### config.mk
export PLATFORM = sky130hd
export DESIGN_NAME = vga_scan_generator
export DESIGN_NICKNAME = d
export VERILOG_FILES = /design/src/rtl/vga_timing_pkg.sv /design/src/rtl/vga_pixel_div.sv /design/src/rtl/vga_scan_generator.sv
export SDC_FILE = /design/constraint.sdc
export NUM_CORES = 1
export LEC_CHECK = 0
export BUFFER_PORTS_ARGS = -buffer_cell sky130_fd_sc_hd__buf_2
export CAP_MARGIN = 20
export CORE_ASPECT_RATIO = 1.5
export CORE_MARGIN = 8
export CORE_UTILIZATION = 28
export CTS_CLUSTER_SIZE = 40
export DETAILED_ROUTE_END_ITERATION = 8
export REMOVE_ABC_BUFFERS = 1
export SLEW_MARGIN = 20
export SYNTH_ARGS = -nofsm -noshare
export SYNTH_HDL_FRONTEND = slang
export SYNTH_SLANG_ARGS = --single-unit
### constraint.sdc
create_clock -name Clk -period 1.9 [get_ports Clk]
set_input_delay 0.285 -clock Clk [delete_from_list [all_inputs] [get_ports Clk]]
set_output_delay 0.285 -clock Clk [all_outputs]
set_load 0.01 [all_outputs]
### src/rtl/vga_timing_pkg.sv
// Shared VGA raster timing constants and screen-coordinate type.
// Defaults describe 640x480 @ 60 Hz driven from a 50 MHz system clock.
package vga_timing_pkg;

   localparam int unsigned COORD_W = 10;

   // Screen coordinate as seen by the color mapper and sprite/tile lookup.
   typedef logic [COORD_W-1:0] coord_t;

   localparam int unsigned CLK_DIV_DEF   = 2;

   localparam int unsigned H_VISIBLE_DEF = 640;
   localparam int unsigned H_FRONT_DEF   = 16;
   localparam int unsigned H_SYNC_DEF    = 96;
   localparam int unsigned H_BACK_DEF    = 48;

   localparam int unsigned V_VISIBLE_DEF = 480;
   localparam int unsigned V_FRONT_DEF   = 10;
   localparam int unsigned V_SYNC_DEF    = 2;
   localparam int unsigned V_BACK_DEF    = 33;

   localparam int unsigned H_TOTAL      = H_VISIBLE_DEF + H_FRONT_DEF + H_SYNC_DEF + H_BACK_DEF;
   localparam int unsigned V_TOTAL      = V_VISIBLE_DEF + V_FRONT_DEF + V_SYNC_DEF + V_BACK_DEF;
   localparam int unsigned H_SYNC_START = H_VISIBLE_DEF + H_FRONT_DEF;
   localparam int unsigned H_SYNC_END   = H_SYNC_START + H_SYNC_DEF - 1;
   localparam int unsigned V_SYNC_START = V_VISIBLE_DEF + V_FRONT_DEF;
   localparam int unsigned V_SYNC_END   = V_SYNC_START + V_SYNC_DEF - 1;

   // Inclusive range test used for the sync pulse windows.
   function automatic logic in_range(input coord_t v, input coord_t lo, input coord_t hi);
      return (v >= lo) && (v <= hi);
   endfunction

endpackage

### src/rtl/vga_pixel_div.sv
// Pixel cadence: divides Clk by CLK_DIV, producing the pixel-advance tick
// and a registered pixel clock whose rising edge sits mid-pixel.
module vga_pixel_div
   import vga_timing_pkg::*;
#(
   parameter int unsigned CLK_DIV = CLK_DIV_DEF
)
(
   input  logic Clk,
   input  logic Reset,
   output logic pix_tick,
   output logic VGA_CLK
);

   localparam int unsigned DIV_W = $clog2(CLK_DIV);
   localparam logic [DIV_W-1:0] DIV_LAST_C = DIV_W'(CLK_DIV - 1);
   localparam logic [DIV_W-1:0] DIV_HALF_C = DIV_W'(CLK_DIV / 2);

   logic [DIV_W-1:0] div_r;
   logic [DIV_W-1:0] div_nxt_s;
   logic             pix_tick_r;
   logic             vga_clk_r;

   // Next divider value: wrap by compare at CLK_DIV-1.
   always_comb begin
      div_nxt_s = div_r;
      if (div_r == DIV_LAST_C) begin
         div_nxt_s = DIV_W'(0);
      end else begin
         div_nxt_s = div_r + DIV_W'(1);
      end
   end

   // Divider state plus tick/clock registers derived from the next divider value.
   always_ff @(posedge Clk) begin
      if (Reset) begin
         div_r      <= DIV_W'(0);
         pix_tick_r <= 1'b0;
         vga_clk_r  <= 1'b0;
      end else begin
         div_r      <= div_nxt_s;
         pix_tick_r <= (div_nxt_s == DIV_LAST_C);
         vga_clk_r  <= (div_nxt_s >= DIV_HALF_C);
      end
   end

   assign pix_tick = pix_tick_r;
   assign VGA_CLK  = vga_clk_r;

endmodule

### src/rtl/vga_scan_generator.sv
// Raster scan generator: horizontal/vertical counters, zero-skew sync and
// blank registers, and a frame-done strobe at entry to vertical blanking.
module vga_scan_generator
   import vga_timing_pkg::*;
#(
   parameter int unsigned CLK_DIV   = CLK_DIV_DEF,
   parameter int unsigned H_VISIBLE = H_VISIBLE_DEF,
   parameter int unsigned H_FRONT   = H_FRONT_DEF,
   parameter int unsigned H_SYNC    = H_SYNC_DEF,
   parameter int unsigned H_BACK    = H_BACK_DEF,
   parameter int unsigned V_VISIBLE = V_VISIBLE_DEF,
   parameter int unsigned V_FRONT   = V_FRONT_DEF,
   parameter int unsigned V_SYNC    = V_SYNC_DEF,
   parameter int unsigned V_BACK    = V_BACK_DEF
)
(
   input  logic   Clk,
   input  logic   Reset,
   output coord_t DrawX,
   output coord_t DrawY,
   output logic   VGA_CLK,
   output logic   VGA_HS,
   output logic   VGA_VS,
   output logic   VGA_BLANK_N,
   output logic   VGA_SYNC_N,
   output logic   pix_tick,
   output logic   frame_done
);

   localparam coord_t H_LAST_C     = coord_t'(H_VISIBLE + H_FRONT + H_SYNC + H_BACK - 1);
   localparam coord_t V_LAST_C     = coord_t'(V_VISIBLE + V_FRONT + V_SYNC + V_BACK - 1);
   localparam coord_t H_VIS_C      = coord_t'(H_VISIBLE);
   localparam coord_t V_VIS_C      = coord_t'(V_VISIBLE);
   localparam coord_t V_VIS_LAST_C = coord_t'(V_VISIBLE - 1);
   localparam coord_t HS_START_C   = coord_t'(H_VISIBLE + H_FRONT);
   localparam coord_t HS_END_C     = coord_t'(H_VISIBLE + H_FRONT + H_SYNC - 1);
   localparam coord_t VS_START_C   = coord_t'(V_VISIBLE + V_FRONT);
   localparam coord_t VS_END_C     = coord_t'(V_VISIBLE + V_FRONT + V_SYNC - 1);

   logic   pix_tick_s;
   logic   vga_clk_s;
   coord_t hc_r;
   coord_t vc_r;
   coord_t hc_nxt_s;
   coord_t vc_nxt_s;
   logic   frame_entry_s;
   logic   hs_r;
   logic   vs_r;
   logic   blank_n_r;
   logic   frame_done_r;

   vga_pixel_div #(
      .CLK_DIV (CLK_DIV)
   ) u_pixel_div (
      .Clk      (Clk),
      .Reset    (Reset),
      .pix_tick (pix_tick_s),
      .VGA_CLK  (vga_clk_s)
   );

   // Next-state scan counters; vc moves only on the edge where hc wraps.
   always_comb begin
      hc_nxt_s = hc_r;
      vc_nxt_s = vc_r;
      if (pix_tick_s) begin
         if (hc_r == H_LAST_C) begin
            hc_nxt_s = coord_t'(0);
            if (vc_r == V_LAST_C) begin
               vc_nxt_s = coord_t'(0);
            end else begin
               vc_nxt_s = vc_r + coord_t'(1);
            end
         end else begin
            hc_nxt_s = hc_r + coord_t'(1);
            vc_nxt_s = vc_r;
         end
      end else begin
         hc_nxt_s = hc_r;
         vc_nxt_s = vc_r;
      end
   end

   // Leaving the last visible pixel of the last visible line enters vertical blanking.
   assign frame_entry_s = pix_tick_s && (hc_r == H_LAST_C) && (vc_r == V_VIS_LAST_C);

   // Counters and sync/blank registers, all updated from next-state values so they move together.
   always_ff @(posedge Clk) begin
      if (Reset) begin
         hc_r         <= coord_t'(0);
         vc_r         <= coord_t'(0);
         hs_r         <= 1'b1;
         vs_r         <= 1'b1;
         blank_n_r    <= 1'b1;
         frame_done_r <= 1'b0;
      end else begin
         hc_r         <= hc_nxt_s;
         vc_r         <= vc_nxt_s;
         hs_r         <= ~in_range(hc_nxt_s, HS_START_C, HS_END_C);
         vs_r         <= ~in_range(vc_nxt_s, VS_START_C, VS_END_C);
         blank_n_r    <= (hc_nxt_s < H_VIS_C) && (vc_nxt_s < V_VIS_C);
         frame_done_r <= frame_entry_s;
      end
   end

   assign DrawX       = hc_r;
   assign DrawY       = vc_r;
   assign VGA_CLK     = vga_clk_s;
   assign VGA_HS      = hs_r;
   assign VGA_VS      = vs_r;
   assign VGA_BLANK_N = blank_n_r;
   assign VGA_SYNC_N  = 1'b0;
   assign pix_tick    = pix_tick_s;
   assign frame_done  = frame_done_r;

endmodule

==> results.py <==
metrics = {
    "cells_and_area": {
        "num-fill-cells": 544,
        "postLayoutCoreUtil_pct": 41.2,
        "syn_to_final_growth_pct": 44.8,
        "multi_input_area_um2": 955,
        "post-route-cell-area_um2": 2080,
        "n_antenna_cell": 0,
        "final_nets": 249,
        "final-seq-area_um2": 503,
        "post_route_cells_drive_above_1_share_pct": 39.5,
    },
    "sta": {
        "max_freq_mhz": 537,
        "fin_worst_skew_ps": 3.08,
        "fin_worst_hold_slack_ps": 365,
        "rsz0062_at_grt": "true",
        "setup_tns_ps": 0,
        "finalWorstSetupSlack_ps": 39.3,
        "hold_viol": 0,
        "drv_slew": 0,
        "finalCriticalPeriod_ps": 1860,
        "setup_violations": 0,
        "layout_worst_path_cycle_share_pct": 97.9,
    },
    "global_route": {
        "grt_use_total_pct": 11.3,
        "maximum_number_of_pins_on_one_net_before_global_route_repair": 16,
        "first_global_vias": 1484,
        "grt-ovfl-total": 0,
        "grt_antenna_before_repair": 0,
        "grt_pass1_wl_um": 6930,
    },
    "drt": {
        "detail_route.wirelength_um": 4310,
        "via_per_inst": 4.70,
        "routed-via-count": 1463,
        "detail_route.first_pass.iterations": 4,
        "wire_per_inst_um": 13.9,
        "drt-initial-drc-count": 67,
        "count_of_antenna_violating_nets_left_after_detailed_routing": 0,
        "detail_route.drc_violations": 0,
    },
    "setup_path": {
        "timing_worst_setup_path_type": "register to register",
        "cp_data_arrival_time_ps": 2080,
        "worstPathCellList": "or3b_4, nor4_4, buf_4, nand4_1, or3_1, a21oi_2",
        "worst-path-max-fanout": 3,
        "depth_of_the_worst_register_to_register_path": 6,
        "cp-start-kind": "register",
        "required_time_at_the_worst_slack_endpoint_ps": 2120,
        "crit_path_max_incr_delay_ps": 410,
        "cpMaxStageDelayCell": "sky130_fd_sc_hd__or3b_4",
        "critPathCaptureType": "register",
    },
    "clocking": {
        "cts_hold_repair.buffers": 0,
        "cts.sinks": 25,
        "clk_latency_ps": 280,
        "clkSlewWorstSetupHoldPaths_ps": 90,
        "cts_tree": "yes",
        "cts_htree_levels": 1,
        "cts_buffer_depth": 2,
        "ctsRootBufferMaster": "sky130_fd_sc_hd__clkbuf_8",
        "cts_buffers": 3,
    },
    "logic_synthesis": {
        "synthesis.area_per_instance_um2": 8.02,
        "synthCells": 179,
        "synth-warning-count": 0,
        "synth_flop_cell": "sky130_fd_sc_hd__dfxtp_1",
        "post_synth_num_cell_types": 43,
        "number_of_enable_type_register_cells_in_the_synthesized_netlist": 0,
        "synth_seq_cells": 25,
        "synth.top_cells.by_area": "sky130_fd_sc_hd__dfxtp_1, sky130_fd_sc_hd__nor2_1, sky130_fd_sc_hd__nand2_1",
        "synth_area_um2": 1440,
        "synth_seq_area_share_pct": 34.8,
        "async_reset_ff_share_pct": 0,
        "netlist.top_cell.by_area": "sky130_fd_sc_hd__dfxtp_1",
        "synth_largest_type_area_fraction_pct": 34.8,
    },
    "pwr": {
        "power.net_switching_w": 0.000217,
        "clock_power_share_pct": 36.5,
        "p_leak_nw": 0.855,
        "vdd_ir_drop_max_mv": 0.279,
        "p_per_area_nw_per_um2": 441,
        "seq_power_share_pct": 57.8,
        "p_int_w": 0.000701,
        "power.switching_fraction_pct": 23.6,
        "comb_power_share_pct": 5.7,
    },
    "floorplanning": {
        "fp.coreArea_um2": 5040,
        "fp-row-count": 32,
        "start_util_pct": 28.5,
        "die_width_um": 74.5,
        "design.portCount": 29,
        "die_y_um": 104,
        "fp.dieArea_um2": 7730,
    },
    "placement": {
        "number_of_buffers_inserted_by_port_buffering": 27,
        "detailed_place.area_um2": 1870,
        "post-place-ws_ps": -33.8,
        "gp_congestion": 0.787,
        "detailedPlacementHpwl_um": 3160,
    },
    "min_path": {
        "hold_path_cells": 2,
        "min_path_type": "primary input to register",
    },
    "run": {
        "max_cap_violations": 0,
    },
    "run_status": {
        "run_status": "completed",
    },
}
sequential cells by signal, summed over array words and instances, names as in the netlist:
signal and count:
DrawY 10, u_pixel_div.VGA_CLK 1, VGA_HS 1, frame_done 1, DrawX 10, VGA_BLANK_N 1, VGA_VS 1
per-layer routing:
layer / vias up / share of wire (%) / routed length, um / global-route usage [%]
met4: 0 / 1.9 / 82 / 5.63
li1: 751 / - / - / -
met2: 32 / 52 / 2260 / 19.8
met5: - / 0 / 0 / 0
met3: 6 / 4.5 / 192 / 1.54
met1: 674 / 41 / 1780 / 12.5
cells in the mapped netlist (all sizes together) (2+ instances only):
library cell / count
xor2: 9
xnor2: 5
nand4: 10
nor2b: 3
nor2: 22
nand3: 7
buf: 7
a21oi: 7
nand2b: 5
o31ai: 4
nor4: 7
ha: 3
or2: 4
or3b: 2
nand2: 21
clkbuf: 3
nor3: 2
dfxtp: 25
or3: 4
inv: 7
nand4b: 2
o21ai: 5
nand3b: 2
placed cells by master (no fill, tap or decap), drive strengths merged, types with 2 or more instances in the layout:
cell,synthesis,layout
nand3b,2,2
nand4,10,10
dfxtp,25,25
or3b,2,2
nand4b,2,2
nor2b,3,3
nor3,2,2
xor2,9,9
a21oi,7,7
buf,7,70
or2,4,4
nand2b,5,5
o31ai,4,4
clkbuf,3,4
o21ai,5,5
nand3,7,7
nor4,7,7
nor2,22,22
or3,4,4
ha,3,3
xnor2,5,5
inv,7,8
nand2,21,21
cell families (layout without fill, tap and decap cells):
group	count (synthesis)	in the layout	synth area share (%)
buffers and inverters	18	82	6.27
and+or+nand+nor	94	94	36.5
xor gates and xnor gates	14	14	8.54
DFF	25	25	34.8
adders and majority gates	3	3	2.61
other	1	1	0.261
AOI/OAI and AO/OA	24	24	11.0
power groups by stage:
stage          logic [W]  clock network [W]  registers, W
3_5_place_dp   0.0000499                  0      0.000543
6_report       0.0000520           0.000335      0.000531
2_1_floorplan  0.0000136                  0      0.000549
3_3_place_gp   0.0000491                  0      0.000543
4_1_cts        0.0000509           0.000339      0.000531
5_1_grt        0.0000569           0.000358      0.000532
metrics by stage:
stage	instances	power, W
final	311	0.000917
after global routing	311	0.000947
after CTS	305	0.000920
after detailed placement	301	0.000593
after global placement	301	0.000592
after floorplan	169	0.000563
final cells by class:
cell class,count,share of cell area (%)
clock buffers,4,2.17
inverters,8,1.56
multi-input cells,136,45.9
flip-flops and latches,25,24.2
well taps,68,4.09
repair buffers,70,22.1
critical path, delay by kind of cell (launching register included):
kind / cells / cell delay, ps
compound gates: 1 / 120
simple gates: 4 / 1190
flops: 1 / 330
buf+inv: 1 / 170
final timing paths:
path,from,to,slack [ps]
worst max-delay path,DrawX[6],DrawY[4],40
worst min-delay path,Reset,u_pixel_div.VGA_CLK,360
worst max register to register,DrawX[6],DrawY[4],40
worst min register to register,DrawY[1],DrawY[1],570
what timing repair did:
action | 4_1_cts | 5_1_grt
setup buffers | 0 | 5
setup endpoints to repair | 2 | 11
endpoints found under the hold margin | 0 | 0
gates cloned | 0 | 1
resized for setup | 6 | 17
pin swaps | 2 | 5
(Power assumes the default switching activity.)
